File: src/rtl/regsched_pkg.sv
// regsched_pkg: shared types and sizes for the writeback scheduler.
// Change D_WIDTH here to resize the writeback datapath.
package regsched_pkg;
  localparam int D_WIDTH = 32;
  localparam int REG_CNT = 32;
  localparam int REG_AW = 5;
  typedef enum logic {WB_ALU, WB_LSU} wb_src_e;
  typedef struct packed {
    logic [REG_AW-1:0] rd;
    logic [D_WIDTH-1:0] data;
  } wb_req_t;
endpackage

File: src/rtl/regfile_wb_sched_if.sv
// regfile_wb_sched_if: writeback, issue and register-file port bundle.
// REGSCHED_BYPASS_EN adds the byp_rs1/byp_rs2 forwarding flags.
interface regfile_wb_sched_if;
  import regsched_pkg::*;
  logic alu_valid, alu_ready, lsu_valid, lsu_ready;
  logic [REG_AW-1:0] alu_rd, lsu_rd;
  logic [D_WIDTH-1:0] alu_data, lsu_data;
  logic iss_valid, iss_wr, iss_stall;
  logic [REG_AW-1:0] iss_rs1, iss_rs2, iss_rd;
  logic rf_str;
  logic [REG_AW-1:0] rf_rd;
  logic [D_WIDTH-1:0] rf_wdat;
  logic [REG_CNT-1:0] busy_vec;
`ifdef REGSCHED_BYPASS_EN
  logic byp_rs1, byp_rs2;
  modport slave (
    input alu_valid, alu_rd, alu_data, lsu_valid, lsu_rd, lsu_data,
    input iss_valid, iss_wr, iss_rs1, iss_rs2, iss_rd,
    output alu_ready, lsu_ready, iss_stall, rf_str, rf_rd, rf_wdat, busy_vec, byp_rs1, byp_rs2
  );
  modport master (
    output alu_valid, alu_rd, alu_data, lsu_valid, lsu_rd, lsu_data,
    output iss_valid, iss_wr, iss_rs1, iss_rs2, iss_rd,
    input alu_ready, lsu_ready, iss_stall, rf_str, rf_rd, rf_wdat, busy_vec, byp_rs1, byp_rs2
  );
`else
  modport slave (
    input alu_valid, alu_rd, alu_data, lsu_valid, lsu_rd, lsu_data,
    input iss_valid, iss_wr, iss_rs1, iss_rs2, iss_rd,
    output alu_ready, lsu_ready, iss_stall, rf_str, rf_rd, rf_wdat, busy_vec
  );
  modport master (
    output alu_valid, alu_rd, alu_data, lsu_valid, lsu_rd, lsu_data,
    output iss_valid, iss_wr, iss_rs1, iss_rs2, iss_rd,
    input alu_ready, lsu_ready, iss_stall, rf_str, rf_rd, rf_wdat, busy_vec
  );
`endif
endinterface

File: src/rtl/rr_arb2.sv
// rr_arb2: two-requester round-robin arbiter; pointer moves only on contention.
module rr_arb2
  import regsched_pkg::*;
(
  input  logic       clk,
  input  logic       rst_n,
  input  logic [1:0] req,
  output logic [1:0] gnt
);
  wb_src_e ptr, ptr_nxt;
  always_ff @(posedge clk or negedge rst_n)
    if (!rst_n) ptr <= WB_LSU;
    else ptr <= ptr_nxt;
  always_comb begin
    gnt = req;
    ptr_nxt = ptr;
    if (&req) begin
      gnt = (ptr == WB_LSU) ? 2'b10 : 2'b01;
      ptr_nxt = (ptr == WB_LSU) ? WB_ALU : WB_LSU;
    end
  end
endmodule

File: src/rtl/regfile_wb_sched.sv
// regfile_wb_sched: arbitrates ALU/LSU onto the register-file write port and stalls issue on hazards.
// REGSCHED_BYPASS_EN masks the register retiring this cycle from RAW stalls and flags forwarding.
module regfile_wb_sched
  import regsched_pkg::*;
(
  input logic clk,
  input logic rst_n,
  regfile_wb_sched_if.slave bus
);
  logic [1:0] gnt;
  wb_req_t sel;
  logic [REG_CNT-1:0] busy, busy_nxt, set_m, clr_m, raw_m;
  rr_arb2 u_arb (.clk(clk), .rst_n(rst_n), .req({bus.lsu_valid, bus.alu_valid}), .gnt(gnt));
  assign bus.alu_ready = gnt[WB_ALU];
  assign bus.lsu_ready = gnt[WB_LSU];
  assign bus.busy_vec = busy;
  always_comb sel = gnt[WB_LSU] ? wb_req_t'{rd: bus.lsu_rd, data: bus.lsu_data}
                                : wb_req_t'{rd: bus.alu_rd, data: bus.alu_data};
  // rd==0 grants still consume the slot but never strobe the register file
  always_ff @(posedge clk or negedge rst_n)
    if (!rst_n) begin
      bus.rf_str <= 1'b0;
      bus.rf_rd <= '0;
      bus.rf_wdat <= '0;
    end else begin
      bus.rf_str <= |gnt && sel.rd != '0;
      if (|gnt) begin
        bus.rf_rd <= sel.rd;
        bus.rf_wdat <= sel.data;
      end
    end
  always_comb begin
    clr_m = bus.rf_str ? REG_CNT'(1) << bus.rf_rd : '0;
`ifdef REGSCHED_BYPASS_EN
    raw_m = busy & ~clr_m;
`else
    raw_m = busy;
`endif
  end
  assign bus.iss_stall = bus.iss_valid &&
    (raw_m[bus.iss_rs1] || raw_m[bus.iss_rs2] || (bus.iss_wr && busy[bus.iss_rd]));
  // applying set after clear lets a same-cycle reissue keep the register busy
  always_comb begin
    set_m = (bus.iss_valid && !bus.iss_stall && bus.iss_wr) ? REG_CNT'(1) << bus.iss_rd : '0;
    busy_nxt = ((busy & ~clr_m) | set_m) & ~REG_CNT'(1);
  end
  always_ff @(posedge clk or negedge rst_n)
    if (!rst_n) busy <= '0;
    else busy <= busy_nxt;
`ifdef REGSCHED_BYPASS_EN
  assign bus.byp_rs1 = bus.rf_str && bus.iss_rs1 == bus.rf_rd;
  assign bus.byp_rs2 = bus.rf_str && bus.iss_rs2 == bus.rf_rd;
`endif
endmodule

File: src/flat_wrapper.sv
// flat-port wrapper written by rule: the top's interface ports become plain ports
module regfile_wb_sched_flat import regsched_pkg::*;
  (clk, rst_n, bus_alu_valid, bus_alu_rd, bus_alu_data, bus_lsu_valid, bus_lsu_rd, bus_lsu_data, bus_iss_valid, bus_iss_wr, bus_iss_rs1, bus_iss_rs2, bus_iss_rd, bus_alu_ready, bus_lsu_ready, bus_iss_stall, bus_rf_str, bus_rf_rd, bus_rf_wdat, bus_busy_vec);
  regfile_wb_sched_if bus_i ();
  input logic clk;
  input logic rst_n;
  input wire logic [$bits(bus_i.alu_valid)-1:0] bus_alu_valid;
  input wire logic [$bits(bus_i.alu_rd)-1:0] bus_alu_rd;
  input wire logic [$bits(bus_i.alu_data)-1:0] bus_alu_data;
  input wire logic [$bits(bus_i.lsu_valid)-1:0] bus_lsu_valid;
  input wire logic [$bits(bus_i.lsu_rd)-1:0] bus_lsu_rd;
  input wire logic [$bits(bus_i.lsu_data)-1:0] bus_lsu_data;
  input wire logic [$bits(bus_i.iss_valid)-1:0] bus_iss_valid;
  input wire logic [$bits(bus_i.iss_wr)-1:0] bus_iss_wr;
  input wire logic [$bits(bus_i.iss_rs1)-1:0] bus_iss_rs1;
  input wire logic [$bits(bus_i.iss_rs2)-1:0] bus_iss_rs2;
  input wire logic [$bits(bus_i.iss_rd)-1:0] bus_iss_rd;
  output wire logic [$bits(bus_i.alu_ready)-1:0] bus_alu_ready;
  output wire logic [$bits(bus_i.lsu_ready)-1:0] bus_lsu_ready;
  output wire logic [$bits(bus_i.iss_stall)-1:0] bus_iss_stall;
  output wire logic [$bits(bus_i.rf_str)-1:0] bus_rf_str;
  output wire logic [$bits(bus_i.rf_rd)-1:0] bus_rf_rd;
  output wire logic [$bits(bus_i.rf_wdat)-1:0] bus_rf_wdat;
  output wire logic [$bits(bus_i.busy_vec)-1:0] bus_busy_vec;
  assign bus_i.alu_valid = bus_alu_valid;
  assign bus_i.alu_rd = bus_alu_rd;
  assign bus_i.alu_data = bus_alu_data;
  assign bus_i.lsu_valid = bus_lsu_valid;
  assign bus_i.lsu_rd = bus_lsu_rd;
  assign bus_i.lsu_data = bus_lsu_data;
  assign bus_i.iss_valid = bus_iss_valid;
  assign bus_i.iss_wr = bus_iss_wr;
  assign bus_i.iss_rs1 = bus_iss_rs1;
  assign bus_i.iss_rs2 = bus_iss_rs2;
  assign bus_i.iss_rd = bus_iss_rd;
  assign bus_alu_ready = bus_i.alu_ready;
  assign bus_lsu_ready = bus_i.lsu_ready;
  assign bus_iss_stall = bus_i.iss_stall;
  assign bus_rf_str = bus_i.rf_str;
  assign bus_rf_rd = bus_i.rf_rd;
  assign bus_rf_wdat = bus_i.rf_wdat;
  assign bus_busy_vec = bus_i.busy_vec;
  regfile_wb_sched u_core (.clk(clk), .rst_n(rst_n), .bus(bus_i));
endmodule
File: config.mk
export PLATFORM = sky130hd
export DESIGN_NAME = regfile_wb_sched_flat
export DESIGN_NICKNAME = d
export VERILOG_FILES = /design/src/rtl/regsched_pkg.sv /design/src/rtl/regfile_wb_sched_if.sv /design/src/rtl/rr_arb2.sv /design/src/rtl/regfile_wb_sched.sv /design/src/flat_wrapper.sv
export SDC_FILE = /design/constraint.sdc
export NUM_CORES = 1
export LEC_CHECK = 0
export BUFFER_PORTS_ARGS = -buffer_cell sky130_fd_sc_hd__buf_2
export CAP_MARGIN = 20
export CORE_MARGIN = 2
export CORE_UTILIZATION = 45
export DETAILED_ROUTE_END_ITERATION = 6
export HOLD_SLACK_MARGIN = 0.1
export PLACE_DENSITY = 0.78
export SLEW_MARGIN = 10
export SYNTH_ARGS = -nofsm -noshare
export SYNTH_HDL_FRONTEND = slang
export SYNTH_HIERARCHICAL = 1
export SYNTH_SLANG_ARGS = --single-unit
export TNS_END_PERCENT = 50
File: constraint.sdc
create_clock -name clk -period 2.4 [get_ports clk]
set_clock_uncertainty 0.2 [all_clocks]
set_input_delay 0.48 -clock clk [delete_from_list [all_inputs] [get_ports clk]]
set_output_delay 0.48 -clock clk [all_outputs]
set_load 0.05 [all_outputs]
==> results.md, run 1 <==
* Antenna Nets Post-Route at 0
* I/O Buffers at approximately 170
* Initial antenna violation count at 0
* Clk sinks at 70
* WL per Instance at 20.3 µm
* Slew HR at 0.513
* CTS tree: built
* Critical path capture point type: primary output
* Post-layout instance area at 0.00642 mm²
* Routed vias/inst at 6.04
* Setup violators final at 32
* Crit Reg-Reg Startpoint: u_core/bus.busy_vec[17]$_DFF_PN0_
* Largest net degree at the start of global routing at 51
* Synth top cells by count: dfrtp_1, o21ai_0, mux2i_1, nand2_1, o41ai_1
* Most frequent CP cell: buf_6
* Yosys reg bits at 70
* Post-place setup slack at -0.628 ns
* CTS max path bufs at 2
* Minimum clock period at approximately 2.9 ns
* Post-Syn Nets at about 520
* Worst skew pair latency at 0.35 ns
* Fin. max-slew vios at 0
* Number of H-tree levels at 3
* Violated checks: setup timing
* Root Driver: clkbuf_8
* Count leader, synth: dfrtp_1
* Final std cells w/o fill at 760
* Worst slew pin tran at 0.729 ns
* Sequential share of the synthesized area at 0.414
* CP arrival at 2.24 ns
* Core ar. at 0.00920 mm²
* DP Area at 0.00569 mm²
* Peak supply drop at 0.000788 V
* Area Growth Syn to Fin at 51.6%
* Max cap viols at 0
* Initial core utilization at 0.461
* GRT Resource Usage Total at 0.297
* Share of cells above drive strength 1 at 0.532
* Grt total ovfl at 0
* Critical path's largest stage delay at 0.48 ns
* Hold Fails Final Rpt at 0
* Post-route clock period utilization at 1.22
* Global-route wire length before repair at 23200 µm
* Drt drc at 0
* LEAKAGE at 3.04 nW
* Final Wtd Congestion at between 0.9 and 1
* Number of synthesized flops with an enable pin at 0
* Yosys top cell area share at 0.408
* Synth top area cells: dfrtp_1, mux2i_1, o21ai_0, o41ai_1, nand2_1
* DR iter-0 viols at 411
* Post-Syn Area at 0.00424 mm²
* Synth warn at 6
* Mapped Cells at 420
* Die Y at 101 µm
* Crit Path Class: flip-flop to primary output
* Hpwl dp at around 11000 µm
* Synth area leader: dfrtp_1
* Power per cell area at 1300 mW/mm²
* Number of CTS-inserted buffers at 9
* Ys async rst share at 1.00
* R2r worst-path depth at 10
* I/O pin count at 168
* Critical Path Source: u_core/bus.busy_vec[17]$_DFF_PN0_
* Nets@finish at ~740
* Die X at 101 µm
* Worst path slowest cell: mux4_2
* Syn avg cell area at 10.1 µm²
* Startpoint types: flip-flop
* Flop2flop setup slack at -0.28 ns
* Yosys cell types at 52
* # placed instances at 737
* Final worst-path setup slack at -0.519 ns
* RSZ-0062 raised after global routing: yes
* Die area at 0.0102 mm²
* R2r endpoint: u_core/bus.busy_vec[27]$_DFF_PN0_
* Most used DFF post-synth: dfrtp_1
* Class of the worst hold path: primary input to flip-flop
* Via count at about 4600
* CP max FO at 2
* Run status: finished with violations
* Drt pass-1 iters at 5
* CP Data Required Time at ~1.7 ns
* Clock slew seen by the registers of the worst setup and hold paths at 0.07 ns
* Final WL at approximately 15000 µm
* Row cnt at 35
* End point of the critical path: bus_iss_stall
* Cells along the critical path: buf_6 -> mux4_2 -> mux2i_2 -> o32ai_2 -> a211oi_2 -> a31oi_4 -> buf_6
* Max frequency at 343 MHz
* Diodes inserted at 0
* Vias in the first global route at ~4600
cells by family (layout without fill, tap and decap cells):
kind of cell | count (synthesis) | after routing | share of synthesized area
AO/OA/AOI/OAI | 127 | 127 | 0.202
buffers and inverters | 40 | 269 | 0.0478
flip-flops | 70 | 70 | 0.414
multiplexers | 73 | 73 | 0.205
AND/OR/NAND/NOR | 108 | 108 | 0.128
XOR/XNOR | 1 | 1 | 0.00207
other | 1 | 1 | 0.000885
flip-flops by register name (all words and copies together), names as in the netlist:
register	flops
u_core/bus.rf_wdat	32
u_core/bus.busy_vec	31
u_core/bus.rf_str	1
u_core/u_arb/ptr	1
u_core/bus.rf_rd	5
cells in the final DEF (no fill, tap or decap), types with 10 or more instances in the layout:
cell	instances
o41ai_2	18
nand2_1	51
dfrtp_1	51
dfrtp_2	18
o21ai_0	68
nand2b_1	11
mux2i_1	51
buf_4	69
o41ai_4	13
buf_2	164
clkbuf_8	10
mux2_2	11
critical path: cells and delay by family, from the launching register on:
kind            cells  cell delay (ns)
mux                 2             0.69
compound gates      3             0.51
buf+inv             2             0.29
flops               1             0.41
worst min path at each step:
stage | startpoint | end | depth (start not counted)
global placement | rst_n | u_core/bus.rf_wdat[16]$_DFFE_PN0P_ | 1
global route | bus_lsu_data[10] | u_core/bus.rf_wdat[10]$_DFFE_PN0P_ | 3
finish | bus_lsu_data[16] | u_core/bus.rf_wdat[16]$_DFFE_PN0P_ | 3
floorplan | rst_n | u_core/bus.busy_vec[10]$_DFF_PN0_ | 0
CTS | bus_lsu_data[10] | u_core/bus.rf_wdat[10]$_DFFE_PN0P_ | 3
detailed placement | rst_n | u_core/bus.rf_wdat[16]$_DFFE_PN0P_ | 1
final cells by class:
cell class | count | area, µm²
multi-input cells | 310 | 2720
well taps | 111 | 139
repair buffers | 246 | 1550
fillers | 678 | 2770
inverters | 7 | 26.3
clock buffers | 12 | 145
clock inverters | 4 | 70.1
flip-flops and latches | 70 | 1780
where the power goes:
part	switching, mW	total [mW]	internal (mW)	leakage (nW)
Sequential	0.549	2.22	1.67	0.818
Clock	0.439	1.05	0.611	0.110
Combinational	3.24	5.10	1.86	2.11
metrics by stage:
| stage | total power, mW | utilization | TNS, ns | hold slack [ns] |
|---|---|---|---|---|
| after floorplan | 5.02 | - | -5.00 | -0.0156 |
| after global placement | 6.47 | 0.619 | -15.36 | 0.260 |
| after detailed placement | 6.57 | 0.619 | -16.98 | 0.257 |
| after CTS | 8.10 | 0.686 | -7.11 | 0.123 |
| after global routing | 8.73 | 0.698 | -8.92 | 0.129 |
| final | 8.37 | 0.698 | -6.34 | 0.133 |
layer usage:
layer	GRT usage	routed length, µm
met1	0.363	5730
met4	0.114	418
met2	0.506	7710
met5	0	0
met3	0.0756	1540
timing repair:
item	CTS	global route
hold endpoints to repair	17	0
buffers inserted	4	1
hold buffers	1	0
pin swaps	34	6
resized for setup	43	16
endpoints found under the setup margin	32	32
gates cloned	2	1
Note: power is estimated with default switching activity, not from simulation.
==> run 2: changes to the inputs <==
--- a/config.mk
+++ b/config.mk
@@ -12,6 +12,7 @@
 export DETAILED_ROUTE_END_ITERATION = 6
 export HOLD_SLACK_MARGIN = 0.1
 export PLACE_DENSITY = 0.78
+export RECOVER_POWER = 50
 export SLEW_MARGIN = 10
 export SYNTH_ARGS = -nofsm -noshare
 export SYNTH_HDL_FRONTEND = slang
==> results.md, run 2 (synthesis results as in run 1) <==
* Post-route clock period utilization at 1.21
* LEAKAGE at 2.97 nW
* Worst slew pin tran at around 1.0 ns
* Violated checks: setup timing
* Class of the worst hold path: primary input to flip-flop
* Power per cell area at approximately 1300 mW/mm²
* Hold Fails Final Rpt at 0
* Diodes inserted at 0
* Critical path's largest stage delay at between 0.4 and 0.5 ns
* CTS tree: built
* Via count at ~4600
* I/O pin count at 168
* CP Data Required Time at 1.72 ns
* Buffers plus inverters on the worst setup path at 2
* Largest register FFs at 32
* Initial core utilization at 0.461
* CP delay by family, top: multiplexers
* Share of cells above drive strength 1 at 0.499
* Initial antenna violation count at 0
* DR iter-0 viols at 378
* R2r worst-path depth at 10
* Number of CTS-inserted buffers at 9
* Worst skew pair latency at 0.35 ns
* CP max FO at 2
* Hpwl dp at 10900 µm
* Grt total ovfl at 0
* Hold Path Cell Cnt at 3
* Max frequency at between 300 and 400 MHz
* Drt pass-1 iters at 5
* GRT Resource Usage Total at 0.297
* M3 GR Usage at 0.0756
* Fin. max-slew vios at 0
* Number of H-tree levels at 3
* Global-route wire length before repair at 23200 µm
* Final Wtd Congestion at 0.996
* Startpoint types: flip-flop
* Cells along the critical path: buf_6 -> mux4_2 -> mux2i_2 -> o32ai_2 -> a211oi_2 -> a31oi_4 -> buf_6
* Commonest non-fill, non-tap cells in the layout: buf_2, buf_4, o21ai_0
* Row cnt at 35
* GR Util met1 at 0.363
* Max cap viols at 0
* Die X at 101 µm
* Met2 usage at 0.506
* WL per Instance at 20.3 µm
* Flop2flop setup slack at -0.27 ns
* Crit Path Class: flip-flop to primary output
* Busiest grt layer: met2
* Final worst-path setup slack at -0.511 ns
* Largest net degree at the start of global routing at between 50 and 60
* Core Util, Final at 0.693
* I/O Buffers at 166
* Drt drc at 0
* Antenna Nets Post-Route at 0
* Routed vias/inst at about 6
* Clk sinks at 70
* Worst path slowest cell: mux4_2
* Area Growth Syn to Fin at 50.4%
* R2r endpoint: u_core/bus.busy_vec[27]$_DFF_PN0_
* Critical path capture point type: primary output
* CP arrival at 2.23 ns
* Nets@finish at 739
* Root Driver: clkbuf_8
* Minimum clock period at 2.91 ns
* Most common cell after layout, fill and taps aside: buf_2
* Post-place setup slack at -0.628 ns
* Die Y at 101 µm
* Hold path startpoint: bus_lsu_data[16]
* Peak supply drop at 0.000759 V
* Most frequent CP cell: buf_6
* Run status: finished with violations
* Slew HR at 0.329
* Register area at 0.00178 mm²
* Core ar. at 0.00920 mm²
* Largest reg by FF count: u_core/bus.rf_wdat
* Vias in the first global route at 4566
* WHS Endpoint: u_core/bus.rf_wdat[16]$_DFFE_PN0P_
* Setup violators final at 33
* Fillcell total at 692
* Clock slew seen by the registers of the worst setup and hold paths at roughly 0.070 ns
* CTS max path bufs at 2
* RSZ-0062 raised after global routing: yes
* Crit Reg-Reg Startpoint: u_core/bus.busy_vec[17]$_DFF_PN0_
* Die area at 0.0102 mm²
* Multi-input logic area at 0.00271 mm²
* Final WL at 15400 µm
==> run 2: cell types whose count changed in the layout (fill, tap and decap cells not counted), sizes merged <==
cell / delta
clkbuf: +21
buf: -21
==> run 2: timing repair <==
item / in CTS / in global routing
hold endpoints to repair: 17 / 0
hold buffers: 1 / 0
cloned: 2 / 1
setup buffers: 4 / 1
resized for setup: 43 / 16
pin swaps: 34 / 6
endpoints found under the setup margin: 32 / 32
==> run 2: worst reg2reg max path, cell delays in order, from the launching register on <==
cell and delay (ns):
dfrtp_2 0.41, buf_6 0.12, mux4_2 0.48, mux2i_2 0.20, o32ai_2 0.12, a211oi_2 0.27
buf_4 0.20, nand2_8 0.08, buf_16 0.16, buf_6 0.12, o41ai_2 0.20
==> run 2: area by class of cell <==
type | instances | area share
Multi-Input combinational cell | 310 | 0.425
Sequential cell | 70 | 0.279
Timing Repair Buffer | 246 | 0.236
Clock buffer | 12 | 0.0228
Tap cell | 111 | 0.0218
Clock inverter | 4 | 0.0110
Inverter | 7 | 0.00412
==> run 2: through the flow <==
| step | hold slack, ns | cell area [µm²] | std cells | setup TNS [ns] | power, mW |
|---|---|---|---|---|---|
| finish | 0.133 | 6370 | 760 | -6.07 | 8.34 |
| CTS | 0.123 | 6310 | 760 | -7.11 | 8.10 |
| global placement | 0.260 | 5690 | 737 | -15.36 | 6.47 |
| floorplan | -0.0156 | 4340 | 420 | -5.00 | 5.02 |
| global route | 0.129 | 6370 | 760 | -12.38 | 8.69 |
| detailed placement | 0.257 | 5690 | 737 | -16.98 | 6.57 |
==> run 2: worst max path at each step <==
| stage | startpoint | to | slack, ns | cells after the start |
|---|---|---|---|---|
| 2_1_floorplan | bus_iss_rd[1] | bus_iss_stall | -0.21 | 8 |
| 3_3_place_gp | bus_iss_rs2[1] | u_core/bus.busy_vec[16]$_DFF_PN0_ | -0.50 | 9 |
| 3_5_place_dp | bus_iss_rs2[1] | u_core/bus.busy_vec[22]$_DFF_PN0_ | -0.63 | 9 |
| 4_1_cts | u_core/bus.busy_vec[17]$_DFF_PN0_ | bus_iss_stall | -0.56 | 7 |
| 5_1_grt | bus_iss_rd[1] | bus_iss_stall | -0.62 | 9 |
| 6_report | u_core/bus.busy_vec[17]$_DFF_PN0_ | bus_iss_stall | -0.51 | 7 |
==> run 2: routing by layer <==
metal | vias up | wire, µm | share of wire
met5 | - | 0 | 0
met4 | 0 | 354 | 0.023
met3 | 38 | 1500 | 0.098
met2 | 291 | 7720 | 0.50
met1 | 2199 | 5830 | 0.38
li1 | 2047 | - | -
==> run 2: power by group <==
| group | internal [mW] | leakage (nW) | total (mW) | switching, mW |
|---|---|---|---|---|
| sequential | 1.67 | 0.817 | 2.22 | 0.548 |
| combinational | 1.82 | 2.04 | 5.07 | 3.24 |
| clock | 0.611 | 0.110 | 1.05 | 0.440 |
| total | 4.10 | 2.97 | 8.34 | 4.23 |
